===== src/rtl/noc_pkg.sv =====
// Shared NoC router types and helpers.
// Contents: the arbiter state enum, the widest supported port count, and a
// one-hot-to-index converter for grant vectors up to MAX_N bits wide.
package noc_pkg;

    // Widest grant vector onehot_to_idx accepts; narrower vectors are zero-extended.
    localparam int unsigned MAX_N = 64;

    typedef enum logic {
        ARB_IDLE,
        ARB_LOCKED
    } arb_state_t;

    // ORs together the indices of all set bits, which gives the index for a one-hot input.
    function automatic int unsigned onehot_to_idx(input logic [MAX_N-1:0] oh);
        int unsigned idx;
        idx = 0;
        for (int unsigned i = 0; i < MAX_N; i++) begin
            if (oh[i]) idx = idx | i;
        end
        return idx;
    endfunction

endpackage


===== src/rtl/rr_packet_arbiter_pick.sv =====
// rr_pick: combinational round-robin pick.
// Ports: req (N requests), ptr (highest-priority index) -> winner (one-hot), any.
// Search order is ptr, ptr+1, ..., N-1, 0, ..., ptr-1.
module rr_pick #(
    parameter int unsigned N     = 8,
    parameter int unsigned PTR_W = 3
) (
    input  logic [N-1:0]     req,
    input  logic [PTR_W-1:0] ptr,
    output logic [N-1:0]     winner,
    output logic             any
);

    localparam int unsigned W2 = 2 * N;

    logic [N-1:0]  lower_mask;
    logic [W2-1:0] dbl;
    logic [W2-1:0] dbl_oh;

    // Requests below ptr are masked in the low half. The unmasked copy in the
    // high half catches the wrap-around when nothing at or above ptr requests.
    always_comb begin
        lower_mask = '0;
        for (int unsigned i = 0; i < N; i++) begin
            lower_mask[i] = (PTR_W'(i) < ptr);
        end
        dbl    = {req, req & ~lower_mask};
        dbl_oh = dbl & (~dbl + W2'(1));
        winner = dbl_oh[N-1:0] | dbl_oh[W2-1:N];
        any    = |req;
    end

endmodule


===== src/rtl/rr_packet_arbiter.sv =====
// rr_packet_arbiter: round-robin output-port arbiter with wormhole packet lock.
// Ports: clk_i, rst_i (sync, active-high); req_i/last_i per input; rdy_i from
// downstream; grant_o (registered one-hot, feeds mux select); valid_o/ack_o
// (combinational from the held grant and current req_i/rdy_i); lock_o.
// The grant is held from the head flit through the tail flit.
module rr_packet_arbiter
    import noc_pkg::*;
#(
    parameter int unsigned IN_N = 8
) (
    input  logic            clk_i,
    input  logic            rst_i,
    input  logic [IN_N-1:0] req_i,
    input  logic [IN_N-1:0] last_i,
    input  logic            rdy_i,
    output logic [IN_N-1:0] grant_o,
    output logic            valid_o,
    output logic [IN_N-1:0] ack_o,
    output logic            lock_o
);

    // Derived from IN_N; IN_N must not exceed noc_pkg::MAX_N.
    localparam int unsigned PTR_W = (IN_N > 1) ? $clog2(IN_N) : 1;

    arb_state_t      state;
    logic [IN_N-1:0] grant_q;
    logic [PTR_W-1:0] ptr;

    logic [IN_N-1:0] pick_gnt;
    logic            pick_any;
    logic            xfer;
    logic            tail;
    logic [PTR_W-1:0] grant_idx;
    logic [PTR_W-1:0] ptr_next;

    rr_pick #(
        .N     (IN_N),
        .PTR_W (PTR_W)
    ) u_pick (
        .req    (req_i),
        .ptr    (ptr),
        .winner (pick_gnt),
        .any    (pick_any)
    );

    // grant_q is zero outside LOCKED, so these are naturally inactive in IDLE.
    always_comb begin
        xfer      = (|(grant_q & req_i)) & rdy_i;
        tail      = |(grant_q & req_i & last_i);
        grant_idx = PTR_W'(onehot_to_idx(MAX_N'(grant_q)));
        ptr_next  = '0;
        if (grant_idx != PTR_W'(IN_N - 1)) begin
            ptr_next = grant_idx + PTR_W'(1);
        end
    end

    // Arbiter state: grab in IDLE, release only on a transferred tail flit.
    always_ff @(posedge clk_i) begin
        if (rst_i) begin
            state   <= ARB_IDLE;
            grant_q <= '0;
            ptr     <= '0;
        end else begin
            case (state)
                ARB_IDLE: begin
                    if (pick_any) begin
                        grant_q <= pick_gnt;
                        state   <= ARB_LOCKED;
                    end
                end
                ARB_LOCKED: begin
                    if (xfer && tail) begin
                        grant_q <= '0;
                        state   <= ARB_IDLE;
                        ptr     <= ptr_next;
                    end
                end
                default: begin
                    grant_q <= '0;
                    state   <= ARB_IDLE;
                end
            endcase
        end
    end

    assign grant_o = grant_q;
    assign lock_o  = (state == ARB_LOCKED);
    assign valid_o = |(grant_q & req_i);
    assign ack_o   = grant_q & {IN_N{xfer}};

endmodule


===== config.mk =====
export PLATFORM = sky130hd
export DESIGN_NAME = rr_packet_arbiter
export DESIGN_NICKNAME = d
export VERILOG_FILES = /design/src/rtl/noc_pkg.sv /design/src/rtl/rr_packet_arbiter_pick.sv /design/src/rtl/rr_packet_arbiter.sv
export SDC_FILE = /design/constraint.sdc
export NUM_CORES = 1
export LEC_CHECK = 0
export ABC_CLOCK_PERIOD_IN_PS = 1640
export CAP_MARGIN = 25
export CELL_PAD_IN_SITES_DETAIL_PLACEMENT = 2
export CELL_PAD_IN_SITES_GLOBAL_PLACEMENT = 2
export CORE_MARGIN = 2
export CORE_UTILIZATION = 22
export CTS_CLUSTER_SIZE = 28
export DETAILED_ROUTE_END_ITERATION = 8
export PLACE_DENSITY_LB_ADDON = 0.2
export RECOVER_POWER = 100
export SLEW_MARGIN = 20
export SYNTH_ARGS = -nofsm -noshare
export SYNTH_HDL_FRONTEND = slang
export SYNTH_SLANG_ARGS = --single-unit

===== constraint.sdc =====
create_clock -name clk_i -period 1.64 [get_ports clk_i]
set_input_delay 0.328 -clock clk_i [delete_from_list [all_inputs] [get_ports clk_i]]
set_output_delay 0.328 -clock clk_i [all_outputs]
set_load 0.02 [all_outputs]

-- Yosys cells after proc, flatten, opt, wreduce, memory -nomap -nowiden
Index checks and enable logic that the tools add are counted.
- word-level logic and storage cells: 46
- flip-flop bits (word level): 12
- output and inout port bits: 18
- $lt $le $gt $ge: 8
- $add $sub $neg: 2
- reduce and logical (&&, ||, !) cells: 6
- eq/ne operators: 3
- mux-type cells: 14
- bitwise gates (word level): 10
- operators with widths (operator ; number):
    8-bit bitwise AND ; 4
    8-bit OR reduction ; 3
    16-bit by 1-bit adder with 16-bit output (second input constant) ; 1
    16-bit bitwise AND ; 1
    8-bit 2-to-1 mux ; 2
    16-bit NOT ; 1
    8-bit one-hot mux with 2 select lines ; 1
    3-bit 2-to-1 mux ; 5
    3-bit less-than comparator (first input constant) ; 4
    8-bit NOT ; 1
    8-bit OR ; 1
    1-bit by 3-bit less-than comparator with 1-bit output (first input constant) ; 2
    2-bit by 3-bit less-than comparator with 1-bit output (first input constant) ; 2
    2-bit 2-to-1 mux ; 2
    2-bit AND reduction ; 2
    3-bit by 1-bit adder with 3-bit output (second input constant) ; 1
    1-bit 2-to-1 mux ; 3
    3-bit != test (second input constant) ; 1
    2-bit by 1-bit != test with 1-bit output (second input constant) ; 1
    2-bit != test (second input constant) ; 1
    1-bit one-hot mux with 2 select lines ; 1
    1-bit bitwise AND ; 1
    1-bit logical AND ; 1
    1-bit NOT ; 1

-- Logic depth before layout (Yosys ltp)
- depth in word-level cells: 9
- mapped depth: 6

-- By module
A second synthesis with hierarchy kept.
- cell total of the unflattened synthesis: 117
- area total of the unflattened synthesis: 927.1 um^2
- by module, submodules not included (module ; seq. area each (um^2) ; cells an instance ; area an instance (um^2) ; instances):
    rr_packet_arbiter ; 240.2 ; 69 ; 636.9 ; 1
    rr_pick ; 0.0 ; 48 ; 290.3 ; 1

-- Worst setup path before layout
OpenSTA, ideal clock, no wires.
- kind: register to output
- start point: reg grant_q[4], in the netlist grant_o[4]
- end point: out ack_o[0]
- arrival time: 1.620 ns
- slack: -0.308 ns
- cell stages (with the launch flop): 5
- buffers on the path: 0
- cells stage by stage: dfxtp_1 > a22o_1 > a221oi_2 > nand4_1 > and3_1
- word-level cells in the longest chain between the ends: 4
- ends and longest elaborated chain (what ; RTL line ; RTL):
    from (decl) ; rr_packet_arbiter.sv:26 ; logic [IN_N-1:0] grant_q;
    from (signal assigned) ; rr_packet_arbiter.sv:67 ; grant_q <= pick_gnt;
    8-bit bitwise AND ; -- ;
    8-bit OR reduction ; -- ;
    via valid_o ; rr_packet_arbiter.sv:17 ; output logic valid_o,
    1-bit bitwise AND ; rr_packet_arbiter.sv:48 ; xfer = (|(grant_q & req_i)) & rdy_i;
    8-bit bitwise AND ; rr_packet_arbiter.sv:89 ; assign ack_o = grant_q & {IN_N{xfer}};
    to (decl) ; rr_packet_arbiter.sv:18 ; output logic [IN_N-1:0] ack_o,
The timed path passes the listed nets, and every way through them passes these cells.

-- Worst setup path in the final report
- start point: reg grant_q[4], in the netlist grant_o[4]
- end point: out ack_o[4]
- word-level cells in the longest chain between the ends: 4
- ends and longest elaborated chain (what ; RTL line):
    8-bit bitwise AND ; rr_packet_arbiter.sv:48
    8-bit OR reduction ; rr_packet_arbiter.sv:48
    1-bit bitwise AND ; rr_packet_arbiter.sv:48
    8-bit bitwise AND (*) ; rr_packet_arbiter.sv:89
Mark *: on every way between the ends. The rest lies on a longest branch, timed or not.

==> impl_metrics.sql <==
INSERT INTO impl_metrics (metric_group, metric, value, unit) VALUES
('run_status', 'status', 'finished, violations left', ''),
('run_status', 'failed_checks', 'negative setup slack', ''),
('pwr', 'power', '0.956', 'mW'),
('sta', 'final_min_period_over_clock_period', '1.24', ''),
('cts', 'cts_made_buffers', '3', ''),
('min_path', 'worst_hold_path.endpoint', 'grant_o[6]$_SDFFE_PP0P_', ''),
('placement', 'placed_cells_incl_taps', '275', ''),
('sta', 'rsz0062_at_grt', 'true', ''),
('sta', 'timing.final.setup_violations', '12', ''),
('floorplan', 'y_dimension_of_the_die', '74.7', 'um'),
('floorplan', 'floorplan.initialDensity', '0.230', ''),
('final_layout', 'post-route-util', '0.478', ''),
('cts', 'cts.hold.buffers_added', '0', ''),
('drt', 'vias_per_cell', '5.38', ''),
('final_layout', 'area_growth_syn_to_layout', '108', '%'),
('final_layout', 'final.fill_count', '520', ''),
('final_layout', 'most-common-layout-cells', 'buf_4, buf_6, nand2_1, nand3b_1, clkdlybuf4s50_1', ''),
('yosys', 'most_used_dff_post_synth', 'dfxtp_1', ''),
('placement', 'place.detailed.hpwl', '4430', 'um'),
('final_layout', 'design.final.nets', '254', ''),
('sta', 'tns', '-3460', 'ps'),
('critical_path', 'worstReg2RegStart', 'grant_o[3]$_SDFFE_PP0P_', ''),
('flow_run', 'max_cap_violations', '0', ''),
('pwr', 'total_leakage_power', '0.962', 'nW'),
('drt', 'route.detailed.wl_per_inst', '24.1', 'um'),
('placement', 'buffer_ports.inserted', '36', ''),
('sta', 'worst_slew_pin_slew', '412', 'ps'),
('grt', 'number_of_global_route_vias_before_repair', '1793', ''),
('yosys', 'ys.warnings.count', '0', ''),
('sta', 'post-route-worst-setup-slack', '-396', 'ps'),
('sta', 'layout_min_cycle_time', '2040', 'ps'),
('cts', 'cts.clk_slew.worst_paths', '70', 'ps'),
('critical_path', 'critPathSlowestCell', 'dfxtp_2', ''),
('min_path', 'whs_path_depth', '4', ''),
('yosys', 'syn_area_per_cell', '7.86', 'sq um'),
('yosys', 'synth_seq_area_share', '0.218', ''),
('yosys', 'synth_enable_flop_cells', '0', ''),
('critical_path', 'critical_path.reg2reg.endpoint', 'ptr[0]$_SDFFE_PP0P_', ''),
('critical_path', 'cp.required', '1310', 'ps'),
('sta', 'slew-limit-headroom', '0.724', ''),
('drt', 'drt_wl_total', '7190', 'um'),
('grt', 'antenna_found_initial', '0', ''),
('pwr', 'worst_ir_drop_vdd', '0.000281', 'V'),
('cts', 'clock_latency', '240', 'ps'),
('drt', 'detail_route.first_pass.iterations', '6', ''),
('final_layout', 'most_common_cell_after_layout_fill_and_taps_aside', 'buf_4', ''),
('drt', 'drt_first_iter_violations', '118', ''),
('critical_path', 'start_kind', 'flip-flop', ''),
('sta', 'fin_skew', '5.11', 'ps'),
('grt', 'grt_pass1_wl', '10300', 'um'),
('floorplan', 'chipWidth', '74.7', 'um'),
('yosys', 'synth_seq_cells', '12', ''),
('yosys', 'synthesis.nets', '161', ''),
('critical_path', 'worstPathMaxFanout', '5', ''),
('pwr', 'pwrdens', '418', 'nW/um^2'),
('yosys', 'synth_cell_types', '43', ''),
('grt', 'gr-usage-all-layers', '0.257', ''),
('final_layout', 'layout.cell_area.non_filler', '2290', 'sq um'),
('final_layout', 'n_antenna_cell', '0', ''),
('yosys', 'netlist_instances', '140', ''),
('final_layout', 'drive_above_1_share', '0.578', ''),
('final_layout', 'final_cell_count_no_fill', '299', ''),
('grt', 'sum_of_overflow_across_all_layers_after_global_routing', '0', ''),
('floorplan', 'ioPinCount', '37', ''),
('cts', 'clock_tree.htree_level_count', '1', ''),
('critical_path', 'timing.critical_path.cells', 'a22o_1, a221oi_2, nand4_1, buf_6, and3_4, buf_6', ''),
('sta', 'timing.final.max_slew_violations', '0', ''),
('grt', 'pin_count_of_the_biggest_net_entering_global_routing', '25', ''),
('critical_path', 'worst_r2r_path_depth', '6', ''),
('critical_path', 'cp_common_cell', 'buf_6', ''),
('critical_path', 'cp-end-kind', 'output pin', '');
## flip-flops by register name (all words and copies together) (netlist names)
register / cells
grant_o: 8
lock_o: 1
ptr: 3
## kinds of logic (layout without fill, tap and decap cells)
kind of cell    count (synthesis)  count (layout)  synth area share
flops                          12              12             0.218
buf+inv                        11             103            0.0477
fa+ha+maj                       2               2            0.0227
simple gates                   82              82             0.451
compound gates                 30              30             0.228
mux                             3               3            0.0318
## where the power goes
group          switching (mW)  internal [mW]  leakage (nW)  total [mW]
combinational           0.163          0.150         0.832       0.313
sequential            0.00462          0.295         0.102       0.300
clock                   0.130          0.212        0.0288       0.343
total                   0.298          0.658         0.962       0.956
## final cells by class
cell class	count	area, sq um	area share
clock buffers	4	55.1	0.0241
inverters	4	15.0	0.00656
multi-input cells	117	1060	0.461
flip-flops and latches	12	253	0.110
well taps	67	83.8	0.0366
repair buffers	95	826	0.361
## worst max path at each step
stage / from / end / slack [ps] / cells after the start
3_5_place_dp: req_i[4] / ack_o[4] / -1140 / 6
2_1_floorplan: req_i[2] / ack_o[0] / -300 / 5
4_1_cts: grant_o[4]$_SDFFE_PP0P_ / ack_o[4] / -400 / 6
6_report: grant_o[4]$_SDFFE_PP0P_ / ack_o[4] / -400 / 6
5_1_grt: grant_o[4]$_SDFFE_PP0P_ / ack_o[4] / -470 / 6
3_3_place_gp: req_i[4] / ack_o[1] / -990 / 6
## cells in the mapped netlist, drive strengths merged (4+ instances only)
cell type	count	share of area
o21ai	4	0.018
nand4	4	0.023
nor2	12	0.043
nand2	11	0.038
dfxtp	12	0.22
nor3	5	0.023
nor2b	4	0.023
nand3b	10	0.068
nand2b	6	0.034
and3	8	0.045
nand3	12	0.055
inv	4	0.014
buf	4	0.024
## through the flow
stage	hold slack [ps]	worst slack, ps
global route	554	-473
detailed placement	609	-1140
finish	541	-396
global placement	585	-994
floorplan	461	-298
CTS	584	-405
## repair_timing
item / in CTS / in global routing
setup endpoints to repair: 28 / 22
resized for setup: 128 / 33
cloned: 1 / 0
pin swaps: 20 / 13
buffers inserted: 16 / 4
## worst max-delay path: cells and delay by family (launching register included)
family / cells / cell delay, ps
AND/OR/NAND/NOR: 2 / 390
AO/OA/AOI/OAI: 2 / 450
buffers and inverters: 2 / 300
flip-flops: 1 / 320
## metal layers
layer  track usage  wire length (um)
met5             0                 0
met4        0.0516                85
met3        0.0254               256
met2         0.511              4030
met1         0.294              2820
(Power assumes the default switching activity.)
